**src/rtl/control_pipe_regs.sv**
```systemverilog
// Control-side ID/EX, EX/MEM and MEM/WB registers, plus the one-cycle decode squash strobe
// and saturating instruction/bubble counters used for CPI measurement.
module control_pipe_regs #(
  parameter int CNT_W = 32
) (
  input  logic             CLK,
  input  logic             RST,
  input  logic             RegWriteD,
  input  logic             MemtoRegD,
  input  logic             MemWriteD,
  input  logic             ALUSrcD,
  input  logic             RegDstD,
  input  logic             JumpLinkD,
  input  logic [3:0]       ALUopD,
  input  logic             BranchD,
  input  logic             BneD,
  input  logic             JumpD,
  input  logic             EqualD,
  input  logic             StallD,
  input  logic             FlushE,
  output logic             ClearD,
  output logic             RegWriteE,
  output logic             MemtoRegE,
  output logic             MemWriteE,
  output logic             ALUSrcE,
  output logic             RegDstE,
  output logic             JumpLinkE,
  output logic [3:0]       ALUopE,
  output logic             ValidE,
  output logic             RegWriteM,
  output logic             MemtoRegM,
  output logic             MemWriteM,
  output logic             JumpLinkM,
  output logic             RegWriteW,
  output logic             MemtoRegW,
  output logic             JumpLinkW,
  output logic [CNT_W-1:0] InstrCount,
  output logic [CNT_W-1:0] BubbleCount
);

  typedef enum logic [0:0] {
    IDLE   = 1'b0,
    SQUASH = 1'b1
  } state_t;

  localparam logic [CNT_W-1:0] CNT_MAX = {CNT_W{1'b1}};
  localparam logic [CNT_W-1:0] CNT_ONE = {{(CNT_W-1){1'b0}}, 1'b1};

  state_t state_r;
  state_t state_next_s;
  logic   taken_s;
  logic   redirect_s;
  logic   bub_s;

  // ClearD is a direct decode of the state flop, so it carries no combinational input path.
  assign ClearD = (state_r == SQUASH);

  // Branch resolution and EX bubble decision.
  always_comb begin
    taken_s = 1'b0;
    if (BranchD) begin
      taken_s = BneD ? ~EqualD : EqualD;
    end else begin
      taken_s = 1'b0;
    end
    redirect_s = JumpD | taken_s;
    bub_s      = StallD | FlushE | ClearD;
  end

  // Squash FSM next state; a redirect seen during SQUASH belongs to the wrong-path instruction.
  always_comb begin
    state_next_s = state_r;
    case (state_r)
      IDLE: begin
        if (redirect_s && !StallD && !FlushE) begin
          state_next_s = SQUASH;
        end else begin
          state_next_s = IDLE;
        end
      end
      SQUASH:  state_next_s = IDLE;
      default: state_next_s = IDLE;
    endcase
  end

  // Squash FSM state register.
  always_ff @(posedge CLK or posedge RST) begin
    if (RST) begin
      state_r <= IDLE;
    end else begin
      state_r <= state_next_s;
    end
  end

  // ID/EX register; jumps force ALUopE to zero so an undefined decode op never reaches EX.
  always_ff @(posedge CLK or posedge RST) begin
    if (RST) begin
      RegWriteE <= 1'b0;
      MemtoRegE <= 1'b0;
      MemWriteE <= 1'b0;
      ALUSrcE   <= 1'b0;
      RegDstE   <= 1'b0;
      JumpLinkE <= 1'b0;
      ALUopE    <= 4'b0000;
      ValidE    <= 1'b0;
    end else if (bub_s) begin
      RegWriteE <= 1'b0;
      MemtoRegE <= 1'b0;
      MemWriteE <= 1'b0;
      ALUSrcE   <= 1'b0;
      RegDstE   <= 1'b0;
      JumpLinkE <= 1'b0;
      ALUopE    <= 4'b0000;
      ValidE    <= 1'b0;
    end else begin
      RegWriteE <= RegWriteD;
      MemtoRegE <= MemtoRegD;
      MemWriteE <= MemWriteD;
      ALUSrcE   <= ALUSrcD;
      RegDstE   <= RegDstD;
      JumpLinkE <= JumpLinkD;
      ALUopE    <= JumpD ? 4'b0000 : ALUopD;
      ValidE    <= 1'b1;
    end
  end

  // EX/MEM and MEM/WB registers always advance.
  always_ff @(posedge CLK or posedge RST) begin
    if (RST) begin
      RegWriteM <= 1'b0;
      MemtoRegM <= 1'b0;
      MemWriteM <= 1'b0;
      JumpLinkM <= 1'b0;
      RegWriteW <= 1'b0;
      MemtoRegW <= 1'b0;
      JumpLinkW <= 1'b0;
    end else begin
      RegWriteM <= RegWriteE;
      MemtoRegM <= MemtoRegE;
      MemWriteM <= MemWriteE;
      JumpLinkM <= JumpLinkE;
      RegWriteW <= RegWriteM;
      MemtoRegW <= MemtoRegM;
      JumpLinkW <= JumpLinkM;
    end
  end

  // Saturating CPI counters; exactly one of them advances per cycle.
  always_ff @(posedge CLK or posedge RST) begin
    if (RST) begin
      InstrCount  <= '0;
      BubbleCount <= '0;
    end else if (bub_s) begin
      if (BubbleCount != CNT_MAX) begin
        BubbleCount <= BubbleCount + CNT_ONE;
      end else begin
        BubbleCount <= BubbleCount;
      end
    end else begin
      if (InstrCount != CNT_MAX) begin
        InstrCount <= InstrCount + CNT_ONE;
      end else begin
        InstrCount <= InstrCount;
      end
    end
  end

endmodule

```
**config.mk**
```make
export PLATFORM = sky130hd
export DESIGN_NAME = control_pipe_regs
export DESIGN_NICKNAME = d
export VERILOG_FILES = /design/src/rtl/control_pipe_regs.sv
export SDC_FILE = /design/constraint.sdc
export NUM_CORES = 1
export LEC_CHECK = 0
export CELL_PAD_IN_SITES_DETAIL_PLACEMENT = 1
export CELL_PAD_IN_SITES_GLOBAL_PLACEMENT = 2
export CORE_UTILIZATION = 28
export DETAILED_ROUTE_END_ITERATION = 7
export GPL_TIMING_DRIVEN = 0
export PLACE_DENSITY = 0.78
export SETUP_SLACK_MARGIN = 0.3
export SLEW_MARGIN = 15
export SYNTH_ARGS = -nofsm -noshare
export SYNTH_HDL_FRONTEND = slang
export SYNTH_SLANG_ARGS = --single-unit
```
**constraint.sdc**
```tcl
create_clock -name CLK -period 2.8 [get_ports CLK]
set_input_delay 0.56 -clock CLK [delete_from_list [all_inputs] [get_ports CLK]]
set_output_delay 0.56 -clock CLK [all_outputs]
set_load 0.01 [all_outputs]
```
==> impl_metrics.py <==
metrics = {
    "status": {
        "status": "complete, no violations",
    },
    "layout": {
        "drive_above_1_share_pct": 9.49,
        "syn_to_final_growth_pct": 41.9,
        "n_fill_cell": 1457,
        "fin_util_pct": 40.7,
        "final_cell_area_mm2": 0.00538,
        "nets": 468,
        "num_antenna_cells": 0,
    },
    "floorplan": {
        "die_area_mm2": 0.0140,
        "die_x_um": 118,
        "io-pin-count": 101,
        "core_area_mm2": 0.0132,
        "die_h_um": 118,
        "start_util_pct": 28.7,
        "num_rows": 42,
    },
    "drt": {
        "drt-initial-drc-count": 127,
        "wire_per_inst_um": 16.2,
        "vias": 3019,
        "firstDrtPassIters": 4,
        "vias_per_cell": 4.80,
        "antenna_left": 0,
        "drt_wl_total_um": 10200,
        "route.detailed.drc": 0,
    },
    "critical_path": {
        "cp_num_buf_inv": 3,
        "critPathTopFamily": "simple AND/OR/NAND/NOR gates",
        "critPathLaunchType": "primary input",
        "endpoint_kind": "flop",
        "r2r_slack_ns": 0.69,
        "r2r_end": "InstrCount[1]$_DFFE_PP0P_",
        "critPathSlowestCell": "nor4_4",
        "r2r_start": "InstrCount[0]$_DFFE_PP0P_",
        "critPathKind": "in -> reg",
        "crit_arrival_ns": 2.57,
        "path_cells": "clkdlybuf4s50_1, or3_1, buf_2, inv_2, nor4_4, nand4_1, nor2_1, xor2_1",
        "rr_worst_depth": 6,
        "required_ns": 3.06,
        "cp_max_fo": 8,
        "cpPeakStageDelay_ns": 0.53,
    },
    "placed_design": {
        "gp_congestion": 0.760,
        "dp_hpwl_um": 7600,
        "numPortBuffers": 100,
        "place_area_mm2": 0.00506,
        "place_ws_ns": 0.103,
    },
    "clock_tree": {
        "clock_latency_ns": 0.34,
        "cts_sinks": 83,
        "cts_hold_buffers": 0,
        "clk_pin_slew_ns": 0.06,
        "numCtsBuffers": 9,
        "ctsLongestPathBuffers": 2,
        "cts_setup_buffers": 0,
        "post_cts_resized": 0,
        "cts_tree": "done",
        "cts-htree-levels": 3,
        "root_buffer": "clkbuf_16",
    },
    "logic_synthesis": {
        "syn_nets": 355,
        "synth-seq-cells": 83,
        "yosysTopAreaCell": "dfrtp_1",
        "synth_flop_cell": "dfrtp_1",
        "synth_compound_area_share_pct": 1.91,
        "synthCells": 335,
        "synth.most_common_cell": "dfrtp_1",
        "ys_types": 42,
        "ys_async_sr_fraction_pct": 100,
        "synth_area_leaders": "dfrtp_1 (55%), xnor2_1 (11%), nand3_1 (4.7%)",
        "yosys.area_share.xor_xnor_pct": 13.2,
        "synth_seq_area_share_pct": 54.7,
        "syn_avg_cell_area_um2": 11.3,
        "synth_simple_gate_area_share_pct": 25.9,
        "synth_common_cells": "dfrtp_1 (83), xnor2_1 (48), nand3_1 (36)",
        "synth_top_family_by_area": "simple AND/OR/NAND/NOR gates",
        "ys_warn_count": 0,
        "synth-adder-area-share_pct": 0.659,
        "synth_edf_count": 0,
        "synth_top_area_share_pct": 54.7,
        "muxShareOfSynthArea_pct": 1.42,
        "syn_area_mm2": 0.00379,
    },
    "hold_path": {
        "hold_path_class": "reg -> reg",
        "holdPathStages": 0,
        "min_from": "RegWriteM$_DFF_PP0_",
        "min_to": "RegWriteW$_DFF_PP0_",
    },
    "timing": {
        "tns_ns": 0,
        "fin_ws_ns": 0.496,
        "fmax_mhz": 434,
        "rsz0062_at_grt": "no",
        "worst_pin_slew_ns": 0.554,
        "hold_viol_final": 0,
        "final_max_slew_viol_count": 0,
        "setup_viol_count_final": 0,
        "finClkSkew_ns": 0.00438,
        "min_period_ns": 2.30,
        "fin_crit_sh_pct": 82.3,
        "max_slew_margin_pct": 63.0,
        "worst_hold_slack_ns": 0.372,
    },
    "global_routing": {
        "grt_pass1_vias": 3160,
        "grt_max_degree": 35,
        "overflow": 0,
        "antenna_found_initial": 0,
        "grtUsageTotal_pct": 15.7,
        "grt_pass1_wl_um": 17000,
    },
    "pwr": {
        "pwr-share-comb_pct": 17.3,
        "powerDensity_mw_per_mm2": 620,
        "clockPowerShare_pct": 38.9,
        "vdd_drop_max_mv": 0.307,
        "p_seq_share_pct": 43.8,
        "leakage_nw": 2.24,
        "power_switching_mw": 0.914,
        "p_int_mw": 2.42,
        "switching_share_pct": 27.4,
    },
    "flow_run": {
        "maxCapViolations": 0,
    },
}
[flip-flops by register name, summed over array words and instances (netlist names)]
signal and count:
ALUSrcE 1, ALUopE 4, BubbleCount 32, ClearD 1, InstrCount 32, JumpLinkE 1, JumpLinkM 1, JumpLinkW 1
MemWriteE 1, MemWriteM 1, MemtoRegE 1, MemtoRegM 1, MemtoRegW 1, RegDstE 1, RegWriteE 1, RegWriteM 1
RegWriteW 1, ValidE 1
[cells in the final DEF (no fill, tap or decap), types with 3 or more instances in the layout]
cell type / instances
xnor2_1: 48
buf_2: 6
a21oi_1: 3
inv_1: 5
and2_1: 11
nor2_1: 21
xor2_1: 9
nor3b_1: 4
nand3_1: 36
nand4_2: 3
clkbuf_16: 9
nand2_1: 23
and4_1: 4
nor3_1: 3
dfrtp_1: 83
nand4_1: 27
nor3_2: 3
clkdlybuf4s50_1: 100
and3_1: 13
[cell families (layout without fill, tap and decap cells)]
logic type,after synthesis,after routing
flops,83,83
buf+inv,16,134
compound gates,9,9
xor+xnor,57,57
fa+ha+maj,2,2
simple gates,163,163
mux,5,5
[metrics by stage]
stage | power, mW | cells
detailed placement | 2.08 | 613
global route | 3.50 | 629
global placement | 2.05 | 611
finish | 3.34 | 629
floorplan | 1.73 | 335
CTS | 3.40 | 629
[routing by layer]
metal  wire length, um  up-vias  global-route usage (%)
met3               374       10                    4.05
met1              4540     1531                    19.1
met5                 0        -                       0
met2              5160       66                    26.8
met4               143        0                    5.14
li1                  -     1412                       -
[area by class of cell]
| cell class | instances | area [um^2] | share of cell area [%] |
|---|---|---|---|
| plain buffers | 9 | 56.3 | 1.05 |
| well taps | 176 | 220 | 4.09 |
| inverters | 7 | 30.0 | 0.558 |
| repair buffers | 102 | 1040 | 19.3 |
| clock buffers | 9 | 225 | 4.18 |
| multi-input cells | 236 | 1640 | 30.4 |
| clock inverters | 7 | 98.8 | 1.84 |
| flip-flops and latches | 83 | 2080 | 38.6 |
[power groups by stage]
stage	Clock [mW]	Combinational, mW	Sequential [mW]
after floorplan	0	0.224	1.50
after global placement	0	0.567	1.48
after detailed placement	0	0.589	1.49
after CTS	1.34	0.590	1.47
after global routing	1.38	0.634	1.48
final	1.30	0.577	1.46
[worst max path at each step]
stage	cells after the start	end	startpoint	slack, ns
after floorplan	6	InstrCount[1]$_DFFE_PP0P_	InstrCount[0]$_DFFE_PP0P_	0.89
after global placement	8	BubbleCount[31]$_DFFE_PP0P_	FlushE	0.10
after detailed placement	8	BubbleCount[23]$_DFFE_PP0P_	StallD	0.10
after CTS	8	BubbleCount[23]$_DFFE_PP0P_	StallD	0.46
after global routing	8	BubbleCount[27]$_DFFE_PP0P_	FlushE	0.32
final	8	BubbleCount[27]$_DFFE_PP0P_	StallD	0.50
(Power assumes the default switching activity.)
